### src/rtl/board_io_pkg.sv
// Shared sizes and auto-repeat state encoding for the board-input front end.
package board_io_pkg;

  localparam int unsigned NUM_KEYS = 4;
  localparam int unsigned NUM_SW   = 10;

  typedef logic [1:0] rep_state_t;

  localparam rep_state_t IDLE   = 2'd0;
  localparam rep_state_t DELAY  = 2'd1;
  localparam rep_state_t REPEAT = 2'd2;

endpackage

### src/rtl/debounce_bit.sv
// One asynchronous input bit: synchronizer chain, stability debouncer, registered
// transition pulse, plus a look-ahead flip strobe for downstream state machines.
module debounce_bit #(
  parameter int unsigned DEBOUNCE_CYCLES = 50000,
  parameter int unsigned SYNC_STAGES     = 2,
  parameter logic        SYNC_RST_VAL    = 1'b0,
  parameter logic        INVERT          = 1'b0
) (
  input  logic clk,
  input  logic srst,
  input  logic raw_i,
  output logic level_o,
  output logic pulse_o,
  output logic flip_o
);

  localparam int unsigned CW = $clog2(DEBOUNCE_CYCLES + 1);

  logic [SYNC_STAGES-1:0] sync_q, sync_d;
  logic [CW-1:0]          cnt_q, cnt_d, cnt_inc;
  logic                   level_q, level_d;
  logic                   pulse_q, pulse_d;
  logic                   sync_val;

  always_comb begin
    sync_d   = {sync_q[SYNC_STAGES-2:0], raw_i};
    sync_val = sync_q[SYNC_STAGES-1] ^ INVERT;
    cnt_inc  = cnt_q + 1'b1;
    cnt_d    = '0;
    level_d  = level_q;
    pulse_d  = 1'b0;
    // Counting only while the settled input disagrees with the level; any agreement restarts it.
    if (sync_val != level_q) begin
      if (cnt_inc == CW'(DEBOUNCE_CYCLES)) begin
        level_d = ~level_q;
        pulse_d = 1'b1;
      end else begin
        cnt_d = cnt_inc;
      end
    end
  end

  always_ff @(posedge clk) begin
    if (srst) begin
      sync_q  <= {SYNC_STAGES{SYNC_RST_VAL}};
      cnt_q   <= '0;
      level_q <= 1'b0;
      pulse_q <= 1'b0;
    end else begin
      sync_q  <= sync_d;
      cnt_q   <= cnt_d;
      level_q <= level_d;
      pulse_q <= pulse_d;
    end
  end

  assign level_o = level_q;
  assign pulse_o = pulse_q;
  assign flip_o  = pulse_d;

endmodule

### src/rtl/input_conditioner.sv
// Board-input front end: debounced keys/switches, edge pulses and per-key
// auto-repeat strobes, all registered.
module input_conditioner
  import board_io_pkg::*;
#(
  parameter int unsigned DEBOUNCE_CYCLES = 50000,
  parameter int unsigned SYNC_STAGES     = 2,
  parameter int unsigned REPEAT_DELAY    = 25000000,
  parameter int unsigned REPEAT_PERIOD   = 5000000
) (
  input  logic                CLK,
  input  logic                RST,
  input  logic [NUM_KEYS-1:0] KEY_N,
  input  logic [NUM_SW-1:0]   SW_RAW,
  output logic [NUM_KEYS-1:0] KEY_LEVEL,
  output logic [NUM_KEYS-1:0] KEY_PRESS,
  output logic [NUM_KEYS-1:0] KEY_RELEASE,
  output logic [NUM_KEYS-1:0] KEY_REPEAT,
  output logic [NUM_SW-1:0]   SW_LEVEL,
  output logic [NUM_SW-1:0]   SW_CHANGE
);

  localparam int unsigned DW = $clog2(REPEAT_DELAY + 1);
  localparam int unsigned PW = $clog2(REPEAT_PERIOD + 1);

  logic [NUM_KEYS-1:0] key_flip;
  logic [NUM_KEYS-1:0] key_pulse_unused;
  logic [NUM_SW-1:0]   sw_flip_unused;

  genvar gi;

  generate
    for (gi = 0; gi < NUM_KEYS; gi++) begin : g_key
      logic [1:0]    state_q, state_d;
      logic [DW-1:0] dly_q, dly_d;
      logic [PW-1:0] per_q, per_d;
      logic          rep_q, rep_d;
      logic          press_q, press_d;
      logic          rel_q, rel_d;

      // Keys idle high at the pin, so the synchronizer resets to "released".
      debounce_bit #(
        .DEBOUNCE_CYCLES(DEBOUNCE_CYCLES),
        .SYNC_STAGES    (SYNC_STAGES),
        .SYNC_RST_VAL   (1'b1),
        .INVERT         (1'b1)
      ) u_db (
        .clk    (CLK),
        .srst   (RST),
        .raw_i  (KEY_N[gi]),
        .level_o(KEY_LEVEL[gi]),
        .pulse_o(key_pulse_unused[gi]),
        .flip_o (key_flip[gi])
      );

      always_comb begin
        press_d = key_flip[gi] & ~KEY_LEVEL[gi];
        rel_d   = key_flip[gi] &  KEY_LEVEL[gi];
        state_d = state_q;
        dly_d   = '0;
        per_d   = '0;
        rep_d   = 1'b0;
        case (state_q)
          IDLE: begin
            if (press_d) begin
              state_d = DELAY;
              rep_d   = 1'b1;
            end
          end
          DELAY: begin
            if (rel_d) begin
              state_d = IDLE;
            end else if (dly_q + 1'b1 == DW'(REPEAT_DELAY)) begin
              state_d = REPEAT;
              rep_d   = 1'b1;
            end else begin
              dly_d = dly_q + 1'b1;
            end
          end
          REPEAT: begin
            if (rel_d) begin
              state_d = IDLE;
            end else if (per_q + 1'b1 == PW'(REPEAT_PERIOD)) begin
              rep_d = 1'b1;
            end else begin
              per_d = per_q + 1'b1;
            end
          end
          default: state_d = IDLE;
        endcase
      end

      always_ff @(posedge CLK) begin
        if (RST) begin
          state_q <= IDLE;
          dly_q   <= '0;
          per_q   <= '0;
          rep_q   <= 1'b0;
          press_q <= 1'b0;
          rel_q   <= 1'b0;
        end else begin
          state_q <= state_d;
          dly_q   <= dly_d;
          per_q   <= per_d;
          rep_q   <= rep_d;
          press_q <= press_d;
          rel_q   <= rel_d;
        end
      end

      assign KEY_PRESS[gi]   = press_q;
      assign KEY_RELEASE[gi] = rel_q;
      assign KEY_REPEAT[gi]  = rep_q;
    end

    for (gi = 0; gi < NUM_SW; gi++) begin : g_sw
      debounce_bit #(
        .DEBOUNCE_CYCLES(DEBOUNCE_CYCLES),
        .SYNC_STAGES    (SYNC_STAGES),
        .SYNC_RST_VAL   (1'b0),
        .INVERT         (1'b0)
      ) u_db (
        .clk    (CLK),
        .srst   (RST),
        .raw_i  (SW_RAW[gi]),
        .level_o(SW_LEVEL[gi]),
        .pulse_o(SW_CHANGE[gi]),
        .flip_o (sw_flip_unused[gi])
      );
    end
  endgenerate

endmodule

### config.mk
export PLATFORM = sky130hd
export DESIGN_NAME = input_conditioner
export DESIGN_NICKNAME = d
export VERILOG_FILES = /design/src/rtl/board_io_pkg.sv /design/src/rtl/debounce_bit.sv /design/src/rtl/input_conditioner.sv
export SDC_FILE = /design/constraint.sdc
export NUM_CORES = 1
export LEC_CHECK = 0
export CORE_MARGIN = 1.5
export CORE_UTILIZATION = 53
export CTS_CLUSTER_SIZE = 20
export DETAILED_ROUTE_END_ITERATION = 8
export PLACE_DENSITY = 0.7
export REMOVE_ABC_BUFFERS = 1
export SYNTH_ARGS = -nofsm -noshare
export SYNTH_HDL_FRONTEND = slang
export SYNTH_SLANG_ARGS = --single-unit
export TNS_END_PERCENT = 10
### constraint.sdc
create_clock -name CLK -period 4 [get_ports CLK]
set_clock_uncertainty 0.15 [all_clocks]
set_input_delay 0.8 -clock CLK [delete_from_list [all_inputs] [get_ports CLK]]
set_output_delay 0.8 -clock CLK [all_outputs]
set_load 0.005 [all_outputs]
==> run summary, run 1 <==
status: finished clean
Hold Crit Class: reg -> reg
biggest area consumer among synthesized cells: dfxtp_1
CTS tree: done
min cycle time layout: 3.550 ns
Adder-Cell Fraction of Synth Area: 1.473%
vias in the first global route: 18490
cts repair resizes: 0
Routed WL per cell: 13.63 µm
XOR/XNOR share of the synthesized area: 14.22%
Critical Path AT: 3.87 ns
Slew Viols, Final: 0
drt pass-1 iters: 6
Net Sw Power: 2.036 mW
layout cells sized above 1: 6.844%
CTS clock-pin slew for the worst setup and hold paths: 0.06 ns
ys flop type: dfxtp_1
clk root buf: clkbuf_16
combinational share of power: 0.8%
Ys Warns: 0
Leak: 8.546 nW
DRC: 0
Required @ worst endpoint: 4.32 ns
FF+latch count, synth: 488
clock share of power: 50.0%
core area: 45580 µm²
EDFF count, synth: 0
part of the power in registers: 49.2%
largest net degree at the start of global routing: 45
worst hold path stage count: 1
CP Capture Type: flip-flop
Final #Nets: 2941
FMAX: 281.7 MHz
Hold Fails Final Rpt: 0
CTS sink count: 488
initial antenna violation count: 1
Row Count: 78
internal power: 7.892 mW
CP startpoint kind: flip-flop
Die Area: 47790 µm²
clk buf depth: 3
peak supply drop: 0.3269 mV
largest family of logic cells by synthesized area: simple AND/OR/NAND/NOR gates
worst setup path class: reg -> reg
power density cells: 366.4 nW/µm²
DP HPWL: 32.98 mm
# hold bufs at CTS: 0
Via density: 5.627
sum of negative setup slack: 0 ns
gpl congestion: 0.8719
syn avg cell area: 8.479 µm²
synth top area cells: dfxtp_1, xnor2_1, nor2_1
gr usage total: 20.00%
initial drt markers: 976
Tot Pwr: 9.928 mW
worst skew pair latency: 0.59 ns
global-route wire length before repair: 82.99 mm
grt ovf: 0
Synth Area in Compound Gates: 7.058%
Max Fanout on Critical Path: 13
r2r worst-path depth: 9
die width: 218.6 µm
num ports: 52
Starting Density: 54.06%
TritonCTS buffer count: 53
register area share after synthesis: 39.65%
# diodes: 0
ys async rst share: 0%
Synth cell types: 93
switching fraction of total power: 20.51%
Synth Area in Simple Gates: 32.55%
Final period util: 88.75%
# port buffers: 51
post-synth top area share: 39.65%
worst slew pin tran: 0.8003 ns
Post-CTS Setup Bufs: 0
Syn Inst Count: 2906
vias post-DR: 19901
multiplexer area fraction after synthesis: 1.092%
RSZ-0062 raised after global routing: no
final setup fails: 0
ANT nets after route: 0
area grow syn2layout: 9.953%
total of max-cap violations: 0
chip height: 218.6 µm
H-tree depth: 2
Post-Route WL: 48.22 mm
Post-Syn Area: 24640 µm²
Slew HR: 46.16%
layout by cell type (no fill, tap or decap), types with 33 or more instances in the layout:
cell type	synthesis	routed
nand4_1	105	105
and4_1	33	33
inv_1	54	54
xor2_1	195	195
nand3_1	161	161
dfxtp_1	488	488
xnor2_1	205	205
nand2_1	219	219
nor4_1	50	50
o21ai_0	43	43
nor2b_1	38	38
clkbuf_16	0	53
clkdlybuf4s50_1	0	50
nor3_1	124	124
a21oi_1	52	52
and3_1	76	76
nor2_1	459	459
per-stage QoR:
stage | utilization (%) | area [µm²] | setup WS, ns | hold WS, ns | instances
after global placement | 55.50 | 25300 | 0.5799 | 0.2450 | 3441
after floorplan | - | 23870 | 0.8532 | 0.2395 | 2769
after global routing | 59.44 | 27090 | 0.1454 | 0.2710 | 3537
after detailed placement | 55.50 | 25300 | 0.4910 | 0.2468 | 3441
final | 59.44 | 27090 | 0.4498 | 0.2574 | 3537
after CTS | 59.44 | 27090 | 0.4843 | 0.2603 | 3537
power groups by stage:
stage	clock (mW)	combinational, mW	sequential, mW
final	4.96	0.0779	4.89
after global routing	5.30	0.0872	4.89
after CTS	5.10	0.0799	4.89
after detailed placement	0	0.0792	5.00
after global placement	0	0.0780	5.00
after floorplan	0	0.0362	4.99
cells by family (layout without fill, tap and decap cells):
family          count (synthesis)  after routing
simple gates                 1522           1522
flops                         488            488
xor+xnor                      400            400
compound gates                250            250
buf+inv                       191            222
fa+ha+maj                      29             29
mux                            26             26
area by class of cell:
type	instances	area (µm²)
Clock inverter	21	227.7
Clock buffer	75	1569
Sequential cell	488	9769
Inverter	54	202.7
Fill cell	3983	18480
Multi-Input combinational cell	2227	13890
Timing Repair Buffer	72	678.2
Tap cell	600	750.7
critical path, cell delays in order (launching register included):
cell	delay, ns
dfxtp_1	0.43
ha_1	0.51
inv_1	0.17
o41ai_1	0.38
nand2_1	0.09
a2111o_1	0.36
nor4_1	0.55
or4_1	0.45
buf_4	0.29
nor2_2	0.06
cells in the mapped netlist, drive strengths merged (13+ instances only):
library cell	instances
nand2b	24
clkbuf	49
mux2i	19
nor3	125
or4	23
nand4	108
nand4b	14
and3	76
a31oi	16
or3	30
nor2	469
a21oi	52
nor4b	13
nor4	61
dfxtp	488
inv	54
nand3	165
xor2	195
or2	18
nor2b	38
buf	88
nand2	221
and4	33
nor3b	23
xnor2	205
and2	30
ha	29
o21ai	46
nand3b	18
state kept, by name, summed over array words and instances (netlist names):
register            flops
g_key.state_q           8
g_key.rep_q             4
g_key.u_db.sync_q       8
g_key.rel_q             4
g_key.u_db.level_o      4
g_key.per_q            92
g_key.u_db.cnt_q       64
g_sw.u_db.pulse_o      10
g_sw.u_db.cnt_q       160
g_sw.u_db.level_o      10
g_sw.u_db.sync_q       20
g_key.dly_q           100
g_key.press_q           4
final timing paths:
kind,from,endpoint,slack [ns]
max,g_key[3].dly_q[0],g_key[3].dly_q[15],0.45
min,g_key[1].u_db.sync_q[0],g_key[1].u_db.sync_q[1],0.26
max reg2reg,g_key[3].dly_q[0],g_key[3].dly_q[15],0.45
min reg2reg,g_key[1].u_db.sync_q[0],g_key[1].u_db.sync_q[1],0.26
layer usage:
| layer | track usage, % | part of all wire [%] | up-vias |
|---|---|---|---|
| met2 | 34.48 | 48 | 313 |
| met1 | 25.55 | 47 | 9376 |
| met4 | 6.368 | 2.0 | 0 |
| met5 | 0 | 0 | - |
| met3 | 2.965 | 3.6 | 73 |
| li1 | - | - | 10139 |
Note: power is estimated with default switching activity, not from simulation.
==> run 2: changes to the inputs <==
CAP_MARGIN = 20   (was default)
==> results of run 2 <==
No change in the layout: final DEF, timing and power equal those of run 1.
